==> config.mk <==
export PLATFORM = sky130hd
export DESIGN_NAME = ball_game_ctrl
export DESIGN_NICKNAME = d
export VERILOG_FILES = /design/src/rtl/ballgame_pkg.sv /design/src/rtl/paddle_ctrl.sv /design/src/rtl/ball_game_ctrl.sv
export SDC_FILE = /design/constraint.sdc
export NUM_CORES = 1
export LEC_CHECK = 0
export BUFFER_PORTS_ARGS = -buffer_cell sky130_fd_sc_hd__buf_2
export CAP_MARGIN = 20
export CORE_UTILIZATION = 59
export CTS_CLUSTER_SIZE = 20
export DETAILED_ROUTE_END_ITERATION = 12
export GPL_TIMING_DRIVEN = 0
export PLACE_DENSITY = 0.91
export SLEW_MARGIN = 25
export SYNTH_ARGS = -nofsm -noshare
export SYNTH_HDL_FRONTEND = slang
export SYNTH_SLANG_ARGS = --single-unit
export TNS_END_PERCENT = 100
==> constraint.sdc <==
create_clock -name clk -period 4.74 [get_ports clk]
set_input_delay 0.474 -clock clk [delete_from_list [all_inputs] [get_ports clk]]
set_output_delay 0.474 -clock clk [all_outputs]
set_load 0.01 [all_outputs]
==> src/rtl/ballgame_pkg.sv <==
`default_nettype none
// =============================================================================
// ballgame_pkg : geometry defaults, state encodings, coordinate type, helpers
// Revision     : 1.0
// =============================================================================
package ballgame_pkg;

    localparam int BG_BALL_R    = 10;
    localparam int BG_BALL_STEP = 2;
    localparam int BG_PAD_W     = 100;
    localparam int BG_PAD_H     = 20;
    localparam int BG_PAD_STEP  = 4;
    localparam int BG_BLK_W     = 100;
    localparam int BG_BLK_H     = 40;
    localparam int BG_X_MIN     = 10;
    localparam int BG_X_MAX     = 630;
    localparam int BG_Y_MIN     = 10;
    localparam int BG_Y_MAX     = 470;
    localparam int BG_USER1_Y   = 30;
    localparam int BG_USER2_Y   = 450;
    localparam int BG_BLK1_X    = 160;
    localparam int BG_BLK1_Y    = 200;
    localparam int BG_BLK2_X    = 480;
    localparam int BG_BLK2_Y    = 200;
    localparam int BG_BLK3_X    = 320;
    localparam int BG_BLK3_Y    = 320;
    localparam int BG_SERVE_X   = 320;
    localparam int BG_SERVE_Y   = 240;

    typedef enum logic [1:0] {
        ST_IDLE = 2'b00,
        ST_PLAY = 2'b01,
        ST_OVER = 2'b10
    } game_state_e;

    typedef enum logic [1:0] {
        PH_WAIT   = 2'b00,
        PH_CALC   = 2'b01,
        PH_COMMIT = 2'b10
    } phase_e;

    // Wide enough that a step past either screen edge stays representable.
    typedef logic signed [11:0] coord_t;

    function automatic coord_t abs_c(input coord_t v);
        return (v < 0) ? -v : v;
    endfunction

    function automatic logic box_overlap(
        input coord_t cx, input coord_t cy, input coord_t r,
        input coord_t bx, input coord_t by, input coord_t hw, input coord_t hh
    );
        return (cx + r >= bx - hw) && (cx - r <= bx + hw) &&
               (cy + r >= by - hh) && (cy - r <= by + hh);
    endfunction

endpackage
`default_nettype wire

==> src/rtl/paddle_ctrl.sv <==
`default_nettype none
// =============================================================================
// paddle_ctrl : paddle button decode, single-frame step and wall clamp
// Revision    : 1.0
// =============================================================================
module paddle_ctrl
    import ballgame_pkg::*;
#(
    parameter int PAD_W    = BG_PAD_W,
    parameter int PAD_STEP = BG_PAD_STEP,
    parameter int X_MIN    = BG_X_MIN,
    parameter int X_MAX    = BG_X_MAX
) (
    input  logic [9:0] cur_x,
    input  logic       btn_left,
    input  logic       btn_right,
    output logic [9:0] next_x
);

    localparam coord_t C_LO   = coord_t'(X_MIN + PAD_W / 2);
    localparam coord_t C_HI   = coord_t'(X_MAX - PAD_W / 2);
    localparam coord_t C_STEP = coord_t'(PAD_STEP);

    coord_t cur_s;
    coord_t moved;

    always_comb begin
        cur_s = coord_t'({2'b00, cur_x});
        moved = cur_s;
        // Both buttons pressed cancel out.
        if (btn_left && !btn_right) begin
            moved = cur_s - C_STEP;
        end else if (btn_right && !btn_left) begin
            moved = cur_s + C_STEP;
        end
        if (moved < C_LO) begin
            moved = C_LO;
        end else if (moved > C_HI) begin
            moved = C_HI;
        end
        next_x = 10'(moved);
    end

endmodule
`default_nettype wire

==> src/rtl/ball_game_ctrl.sv <==
`default_nettype none
// =============================================================================
// ball_game_ctrl : game FSM, per-frame ball/paddle update and collision logic
// Revision       : 1.0
// =============================================================================
module ball_game_ctrl
    import ballgame_pkg::*;
#(
    parameter int BALL_R    = BG_BALL_R,
    parameter int BALL_STEP = BG_BALL_STEP,
    parameter int PAD_W     = BG_PAD_W,
    parameter int PAD_H     = BG_PAD_H,
    parameter int PAD_STEP  = BG_PAD_STEP,
    parameter int BLK_W     = BG_BLK_W,
    parameter int BLK_H     = BG_BLK_H,
    parameter int X_MIN     = BG_X_MIN,
    parameter int X_MAX     = BG_X_MAX,
    parameter int Y_MIN     = BG_Y_MIN,
    parameter int Y_MAX     = BG_Y_MAX,
    parameter int USER1_Y   = BG_USER1_Y,
    parameter int USER2_Y   = BG_USER2_Y,
    parameter int BLK1_X    = BG_BLK1_X,
    parameter int BLK1_Y    = BG_BLK1_Y,
    parameter int BLK2_X    = BG_BLK2_X,
    parameter int BLK2_Y    = BG_BLK2_Y,
    parameter int BLK3_X    = BG_BLK3_X,
    parameter int BLK3_Y    = BG_BLK3_Y
) (
    input  logic       clk,
    input  logic       rst_n,
    input  logic       frame_tick,
    input  logic       start,
    input  logic       u1_left,
    input  logic       u1_right,
    input  logic       u2_left,
    input  logic       u2_right,
    output logic       disp_sel,
    output logic [9:0] ball_xaddr,
    output logic [9:0] ball_yaddr,
    output logic [9:0] user1_xaddr,
    output logic [9:0] user1_yaddr,
    output logic [9:0] user2_xaddr,
    output logic [9:0] user2_yaddr,
    output logic [9:0] block1_xaddr,
    output logic [9:0] block1_yaddr,
    output logic [9:0] block2_xaddr,
    output logic [9:0] block2_yaddr,
    output logic [9:0] block3_xaddr,
    output logic [9:0] block3_yaddr,
    output logic [1:0] game_state,
    output logic       loser
);

    localparam coord_t C_R         = coord_t'(BALL_R);
    localparam coord_t C_STEP      = coord_t'(BALL_STEP);
    localparam coord_t C_PAD_HW    = coord_t'(PAD_W / 2);
    localparam coord_t C_PAD1_EDGE = coord_t'(USER1_Y + PAD_H / 2);
    localparam coord_t C_PAD2_EDGE = coord_t'(USER2_Y - PAD_H / 2);
    localparam coord_t C_X_MIN     = coord_t'(X_MIN);
    localparam coord_t C_X_MAX     = coord_t'(X_MAX);
    localparam coord_t C_Y_MIN     = coord_t'(Y_MIN);
    localparam coord_t C_Y_MAX     = coord_t'(Y_MAX);
    localparam coord_t C_BLK_HW    = coord_t'(BLK_W / 2);
    localparam coord_t C_BLK_HH    = coord_t'(BLK_H / 2);
    localparam coord_t C_B1X       = coord_t'(BLK1_X);
    localparam coord_t C_B1Y       = coord_t'(BLK1_Y);
    localparam coord_t C_B2X       = coord_t'(BLK2_X);
    localparam coord_t C_B2Y       = coord_t'(BLK2_Y);
    localparam coord_t C_B3X       = coord_t'(BLK3_X);
    localparam coord_t C_B3Y       = coord_t'(BLK3_Y);
    localparam logic [9:0] C_SERVE_X = 10'(BG_SERVE_X);
    localparam logic [9:0] C_SERVE_Y = 10'(BG_SERVE_Y);

    game_state_e state_q, state_d;
    phase_e      phase_q, phase_d;
    logic        start_q, start_d;
    logic [9:0]  ball_x_q, ball_x_d;
    logic [9:0]  ball_y_q, ball_y_d;
    logic        dx_neg_q, dx_neg_d;
    logic        dy_neg_q, dy_neg_d;
    logic [9:0]  user1_x_q, user1_x_d;
    logic [9:0]  user2_x_q, user2_x_d;
    coord_t      nx_q, nx_d;
    coord_t      ny_q, ny_d;
    logic [9:0]  pad1_n_q, pad1_n_d;
    logic [9:0]  pad2_n_q, pad2_n_d;
    logic        disp_sel_q, disp_sel_d;
    logic        loser_q, loser_d;

    logic        start_rise;
    logic [9:0]  pad1_next;
    logic [9:0]  pad2_next;
    coord_t      ball_x_s;
    coord_t      ball_y_s;
    coord_t      pad1_s;
    coord_t      pad2_s;
    logic        wall_lo;
    logic        wall_hi;
    logic        hit1;
    logic        hit2;
    logic        blk_hit;
    logic        miss_top;
    logic        miss_bot;
    coord_t      res_x;
    coord_t      res_y;
    logic        res_dx_neg;
    logic        res_dy_neg;

    assign start_rise = start && !start_q;

    paddle_ctrl #(
        .PAD_W    (PAD_W),
        .PAD_STEP (PAD_STEP),
        .X_MIN    (X_MIN),
        .X_MAX    (X_MAX)
    ) u_pad1 (
        .cur_x     (user1_x_q),
        .btn_left  (u1_left),
        .btn_right (u1_right),
        .next_x    (pad1_next)
    );

    paddle_ctrl #(
        .PAD_W    (PAD_W),
        .PAD_STEP (PAD_STEP),
        .X_MIN    (X_MIN),
        .X_MAX    (X_MAX)
    ) u_pad2 (
        .cur_x     (user2_x_q),
        .btn_left  (u2_left),
        .btn_right (u2_right),
        .next_x    (pad2_next)
    );

    // Collision resolution works on the CALC results, including the new paddles.
    always_comb begin
        ball_x_s = coord_t'({2'b00, ball_x_q});
        ball_y_s = coord_t'({2'b00, ball_y_q});
        pad1_s   = coord_t'({2'b00, pad1_n_q});
        pad2_s   = coord_t'({2'b00, pad2_n_q});

        wall_lo  = (nx_q - C_R) <= C_X_MIN;
        wall_hi  = (nx_q + C_R) >= C_X_MAX;
        hit1     = dy_neg_q && ((ny_q - C_R) <= C_PAD1_EDGE) &&
                   (abs_c(nx_q - pad1_s) <= C_PAD_HW);
        hit2     = !dy_neg_q && ((ny_q + C_R) >= C_PAD2_EDGE) &&
                   (abs_c(nx_q - pad2_s) <= C_PAD_HW);
        blk_hit  = box_overlap(nx_q, ny_q, C_R, C_B1X, C_B1Y, C_BLK_HW, C_BLK_HH) ||
                   box_overlap(nx_q, ny_q, C_R, C_B2X, C_B2Y, C_BLK_HW, C_BLK_HH) ||
                   box_overlap(nx_q, ny_q, C_R, C_B3X, C_B3Y, C_BLK_HW, C_BLK_HH);
        miss_top = !(hit1 || hit2) && ((ny_q - C_R) <= C_Y_MIN);
        miss_bot = !(hit1 || hit2) && ((ny_q + C_R) >= C_Y_MAX);

        res_x      = nx_q;
        res_dx_neg = dx_neg_q;
        if (wall_lo) begin
            res_x      = C_X_MIN + C_R;
            res_dx_neg = ~dx_neg_q;
        end else if (wall_hi) begin
            res_x      = C_X_MAX - C_R;
            res_dx_neg = ~dx_neg_q;
        end

        // A paddle bounce consumes the frame's single dy flip.
        res_y      = ny_q;
        res_dy_neg = dy_neg_q;
        if (hit1) begin
            res_y      = C_PAD1_EDGE + C_R;
            res_dy_neg = 1'b0;
        end else if (hit2) begin
            res_y      = C_PAD2_EDGE - C_R;
            res_dy_neg = 1'b1;
        end else if (blk_hit) begin
            res_dy_neg = ~dy_neg_q;
        end
    end

    always_comb begin
        state_d    = state_q;
        phase_d    = phase_q;
        start_d    = start;
        ball_x_d   = ball_x_q;
        ball_y_d   = ball_y_q;
        dx_neg_d   = dx_neg_q;
        dy_neg_d   = dy_neg_q;
        user1_x_d  = user1_x_q;
        user2_x_d  = user2_x_q;
        nx_d       = nx_q;
        ny_d       = ny_q;
        pad1_n_d   = pad1_n_q;
        pad2_n_d   = pad2_n_q;
        disp_sel_d = disp_sel_q;
        loser_d    = loser_q;

        case (state_q)
            ST_IDLE: begin
                phase_d = PH_WAIT;
                if (start_rise) begin
                    state_d = ST_PLAY;
                end
            end

            ST_PLAY: begin
                case (phase_q)
                    PH_WAIT: begin
                        if (frame_tick) begin
                            phase_d = PH_CALC;
                        end
                    end
                    PH_CALC: begin
                        nx_d     = dx_neg_q ? (ball_x_s - C_STEP) : (ball_x_s + C_STEP);
                        ny_d     = dy_neg_q ? (ball_y_s - C_STEP) : (ball_y_s + C_STEP);
                        pad1_n_d = pad1_next;
                        pad2_n_d = pad2_next;
                        phase_d  = PH_COMMIT;
                    end
                    PH_COMMIT: begin
                        phase_d   = PH_WAIT;
                        user1_x_d = pad1_n_q;
                        user2_x_d = pad2_n_q;
                        if (miss_top || miss_bot) begin
                            state_d    = ST_OVER;
                            disp_sel_d = 1'b1;
                            loser_d    = miss_bot;
                        end else begin
                            ball_x_d = 10'(res_x);
                            ball_y_d = 10'(res_y);
                            dx_neg_d = res_dx_neg;
                            dy_neg_d = res_dy_neg;
                        end
                    end
                    default: phase_d = PH_WAIT;
                endcase
            end

            ST_OVER: begin
                phase_d = PH_WAIT;
                if (start_rise) begin
                    state_d    = ST_IDLE;
                    disp_sel_d = 1'b0;
                    ball_x_d   = C_SERVE_X;
                    ball_y_d   = C_SERVE_Y;
                    user1_x_d  = C_SERVE_X;
                    user2_x_d  = C_SERVE_X;
                    dx_neg_d   = 1'b0;
                    // Serve toward the player who just missed (user1 is at the top).
                    dy_neg_d   = ~loser_q;
                end
            end

            default: begin
                state_d = ST_IDLE;
                phase_d = PH_WAIT;
            end
        endcase
    end

    always_ff @(posedge clk or negedge rst_n) begin
        if (!rst_n) begin
            state_q    <= ST_IDLE;
            phase_q    <= PH_WAIT;
            start_q    <= 1'b0;
            ball_x_q   <= C_SERVE_X;
            ball_y_q   <= C_SERVE_Y;
            dx_neg_q   <= 1'b0;
            dy_neg_q   <= 1'b0;
            user1_x_q  <= C_SERVE_X;
            user2_x_q  <= C_SERVE_X;
            nx_q       <= '0;
            ny_q       <= '0;
            pad1_n_q   <= C_SERVE_X;
            pad2_n_q   <= C_SERVE_X;
            disp_sel_q <= 1'b0;
            loser_q    <= 1'b0;
        end else begin
            state_q    <= state_d;
            phase_q    <= phase_d;
            start_q    <= start_d;
            ball_x_q   <= ball_x_d;
            ball_y_q   <= ball_y_d;
            dx_neg_q   <= dx_neg_d;
            dy_neg_q   <= dy_neg_d;
            user1_x_q  <= user1_x_d;
            user2_x_q  <= user2_x_d;
            nx_q       <= nx_d;
            ny_q       <= ny_d;
            pad1_n_q   <= pad1_n_d;
            pad2_n_q   <= pad2_n_d;
            disp_sel_q <= disp_sel_d;
            loser_q    <= loser_d;
        end
    end

    assign disp_sel     = disp_sel_q;
    assign game_state   = state_q;
    assign loser        = loser_q;
    assign ball_xaddr   = ball_x_q;
    assign ball_yaddr   = ball_y_q;
    assign user1_xaddr  = user1_x_q;
    assign user1_yaddr  = 10'(USER1_Y);
    assign user2_xaddr  = user2_x_q;
    assign user2_yaddr  = 10'(USER2_Y);
    assign block1_xaddr = 10'(BLK1_X);
    assign block1_yaddr = 10'(BLK1_Y);
    assign block2_xaddr = 10'(BLK2_X);
    assign block2_yaddr = 10'(BLK2_Y);
    assign block3_xaddr = 10'(BLK3_X);
    assign block3_yaddr = 10'(BLK3_Y);

endmodule
`default_nettype wire

==> impl_metrics.env <==
export IMPL_area_growth_pct=13.01
export IMPL_tightest_slew_ps=895.6
export IMPL_final_instance_count_excl_fill=1531
export IMPL_clock_latency_ps=360
export IMPL_whs_ps=234.6
export IMPL_ant_nets=0
export IMPL_yosys_area_share_adder_pct=5.820
export IMPL_syn_inst=1173
export IMPL_finalCritPeriodShare_pct=96.11
export IMPL_drtIter0Drc=895
export IMPL_layout_drive_gt1_share_pct=16.14
export IMPL_wirelength_mm=25.59
export IMPL_fin_nets=1364
export IMPL_skew_ps=9.756
export IMPL_start_util_pct=60.58
export IMPL_detailed_place_hpwl_mm=18.93
export IMPL_grt_use_total_pct=31.64
export IMPL_yosysWarnings=0
export IMPL_dieHeight_um=127.2
export IMPL_ys_seq_elements=93
export IMPL_hold_depth=1
export IMPL_setup_ws_ps=184.2
export IMPL_slew_violations=0
export IMPL_synth_simple_area_share_pct=22.23
export IMPL_io_buffers=51
export IMPL_setup_violations=0
export IMPL_htreeDepth=3
export IMPL_status="complete, no violations"
export IMPL_ff2ff_path_depth=15
export IMPL_clk_pin_slew_ps=60
export IMPL_cp_start_kind="flop"
export IMPL_drc=0
export IMPL_leakage_nw=4.768
export IMPL_grt_max_degree=77
export IMPL_max_clock_path_buffers=2
export IMPL_antenna_found_initial=0
export IMPL_max_clock_freq_mhz=219.5
export IMPL_synth_top_family_by_area="compound AO/OA/AOI/OAI gates"
export IMPL_place_ws_ps=-10.69
export IMPL_cts_buffers=9
export IMPL_muxShareOfSynthArea_pct=3.221
export IMPL_max_cap_violations=0
export IMPL_yosysSeqAreaShare_pct=25.37
export IMPL_grt_setup_unrepaired="false"
export IMPL_cts_root_buffer_cell="clkbuf_16"
export IMPL_ys_async_sr_fraction_pct=100.0
export IMPL_p_total_mw=8.538
export IMPL_via_count=9198
export IMPL_design_area_mm2=0.01045
export IMPL_cp_required_ps=4980
export IMPL_wl_per_cell_um=16.71
export IMPL_crit_fanout=10
export IMPL_placed_cells=1514
export IMPL_synth_xor_area_share_pct=6.917
export IMPL_grt_pass1_vias=8252
export IMPL_row_count=45
export IMPL_synth_ff_type="dfrtp_1"
export IMPL_synth_area_mm2=0.009244
export IMPL_vias_per_cell=6.008
export IMPL_io_pins=132
export IMPL_grt_first_pass_wirelength_mm=40.52
export IMPL_power_density_mw_per_mm2=817.3
export IMPL_grt_overflow=0
export IMPL_startpoint="nx_q[1]"
export IMPL_hp_start="start"
export IMPL_final_util_pct=68.46
export IMPL_cp_data_arrival_time_ps=4800
export IMPL_firstDrtPassIters=6
export IMPL_syn_area_per_cell_um2=7.881
export IMPL_timing_setup_tns_ps=0
export IMPL_core_area_mm2=0.01526
export IMPL_cts_tree="done"
export IMPL_yosysUniqueCellTypes=90
export IMPL_die_area_mm2=0.01617
export IMPL_final_hold_viol_count=0
export IMPL_gp_congestion=0.9851
export IMPL_critPathCaptureType="flop"
export IMPL_diodes=0
export IMPL_cts_sinks=93
export IMPL_rr_startpoint="nx_q[1]"
export IMPL_slew_headroom_pct=40.29
export IMPL_placed_area_mm2=0.01009
export IMPL_min_period_ps=4556
export IMPL_cts_setup_buffers=0
export IMPL_die_width_um=127.2
export IMPL_synth_compound_area_share_pct=24.11
export IMPL_crit_type="reg2reg"
export IMPL_worstHoldPathType="in2reg"
export IMPL_synth_edf_count=0
export IMPL_ir_worst_vdd_mv=0.4960
[power by group]
| group | internal (mW) | switching, mW | total [mW] |
|---|---|---|---|
| Sequential | 1.12 | 0.340 | 1.46 |
| Clock | 0.463 | 0.312 | 0.775 |
| Combinational | 2.43 | 3.88 | 6.31 |
| Total | 4.00 | 4.53 | 8.54 |
[cell families after synthesis]
logic type / Yosys count
and+or+nand+nor: 405
other: 2
DFF: 93
adders and majority gates: 42
AOI/OAI and AO/OA: 323
muxes: 27
xor gates and xnor gates: 73
buffers and inverters: 208
[critical path, cell delays in order, from the launching register on]
cell and delay, ps:
dfrtp_1 510, clkbuf_2 270, inv_1 250, fa_1 520, nand2b_1 230, a21o_1 200
a211oi_1 410, nand3_1 250, or3_1 410, o32ai_2 210, a22o_1 180, nand3_1 150
o211ai_2 150, buf_6 180, o311a_1 190, mux2_4 310
[registers in the layout, indices dropped and copies added, names as in the netlist]
name and count:
dx_neg_q 1, pad2_n_q 10, start_q 1, pad1_n_q 10, game_state 2, ball_yaddr 10
ny_q 12, ball_xaddr 10, phase_q 2, loser 1, user2_xaddr 10, dy_neg_q 1
user1_xaddr 10, disp_sel 1, nx_q 12
[layout make-up]
type	count	area, um2
buffer	146	902.1
clock buffer	12	236.5
clock inverter	4	73.82
fill	1270	4812
inverter	62	232.7
multi-input combinational	950	6093
sequential	93	2345
tap	211	264.0
timing repair buffer	53	299.0
[routing by layer]
| layer | global-route usage [%] | up-vias | part of all wire (%) |
|---|---|---|---|
| met1 | 40.58 | 4276 | 41 |
| li1 | - | 4358 | - |
| met3 | 4.816 | 73 | 8.1 |
| met4 | 14.85 | 0 | 3.3 |
| met5 | 0 | - | 0 |
| met2 | 52.62 | 491 | 47 |
[cells in the final DEF (no fill, tap or decap), types with 46 or more instances in the layout]
cell        n
buf_4      82
nor2_1     77
xnor2_1    46
clkbuf_1   55
inv_1      62
o21ai_0    76
dfrtp_1    79
a21oi_1    50
nand2_1   120
conb_1     80
buf_2      56
[synthesized netlist by cell type, types with 9 or more instances]
library cell  count  area share, %
nand2_1         120            4.9
buf_4            82            6.7
dfrtp_1          79             21
nor2_1           77            3.1
o21ai_0          76            4.1
inv_1            62            2.5
clkbuf_1         53            2.2
a21oi_1          51            2.8
xnor2_1          47            4.5
ha_1             39            5.3
nand3_1          33            1.8
nor3_1           33            1.8
o31ai_1          26            2.1
xor2_1           26            2.5
nand2b_1         22            1.5
nor2b_1          20            1.4
nand4_1          19            1.3
mux2i_1          17            1.8
a211oi_1         15            1.2
a31oi_1          15            1.0
dfstp_2          14            4.0
nor4_1           13           0.88
a21o_1           12           0.97
a22oi_1          12           0.97
or3_1            12           0.81
o211ai_1         11           0.89
and3_1           10           0.68
o22ai_1          10           0.68
a22o_1            9           0.85
[final timing paths]
path	to	slack, ps
min in group asynchronous	ball_yaddr[3]	520
max in group asynchronous	user1_xaddr[8]	3560
min reg2reg	phase_q[0]	460
max reg2reg	dx_neg_q	180
max	dx_neg_q	180
min	start_q	230
[what timing repair did]
| action | in CTS | in global routing |
|---|---|---|
| setup endpoints to repair | 10 | 24 |
| hold endpoints to repair | 12 | 0 |
| hold buffers | 1 | 0 |
| gates resized for setup | 1 | 7 |
(Power assumes the default switching activity.)
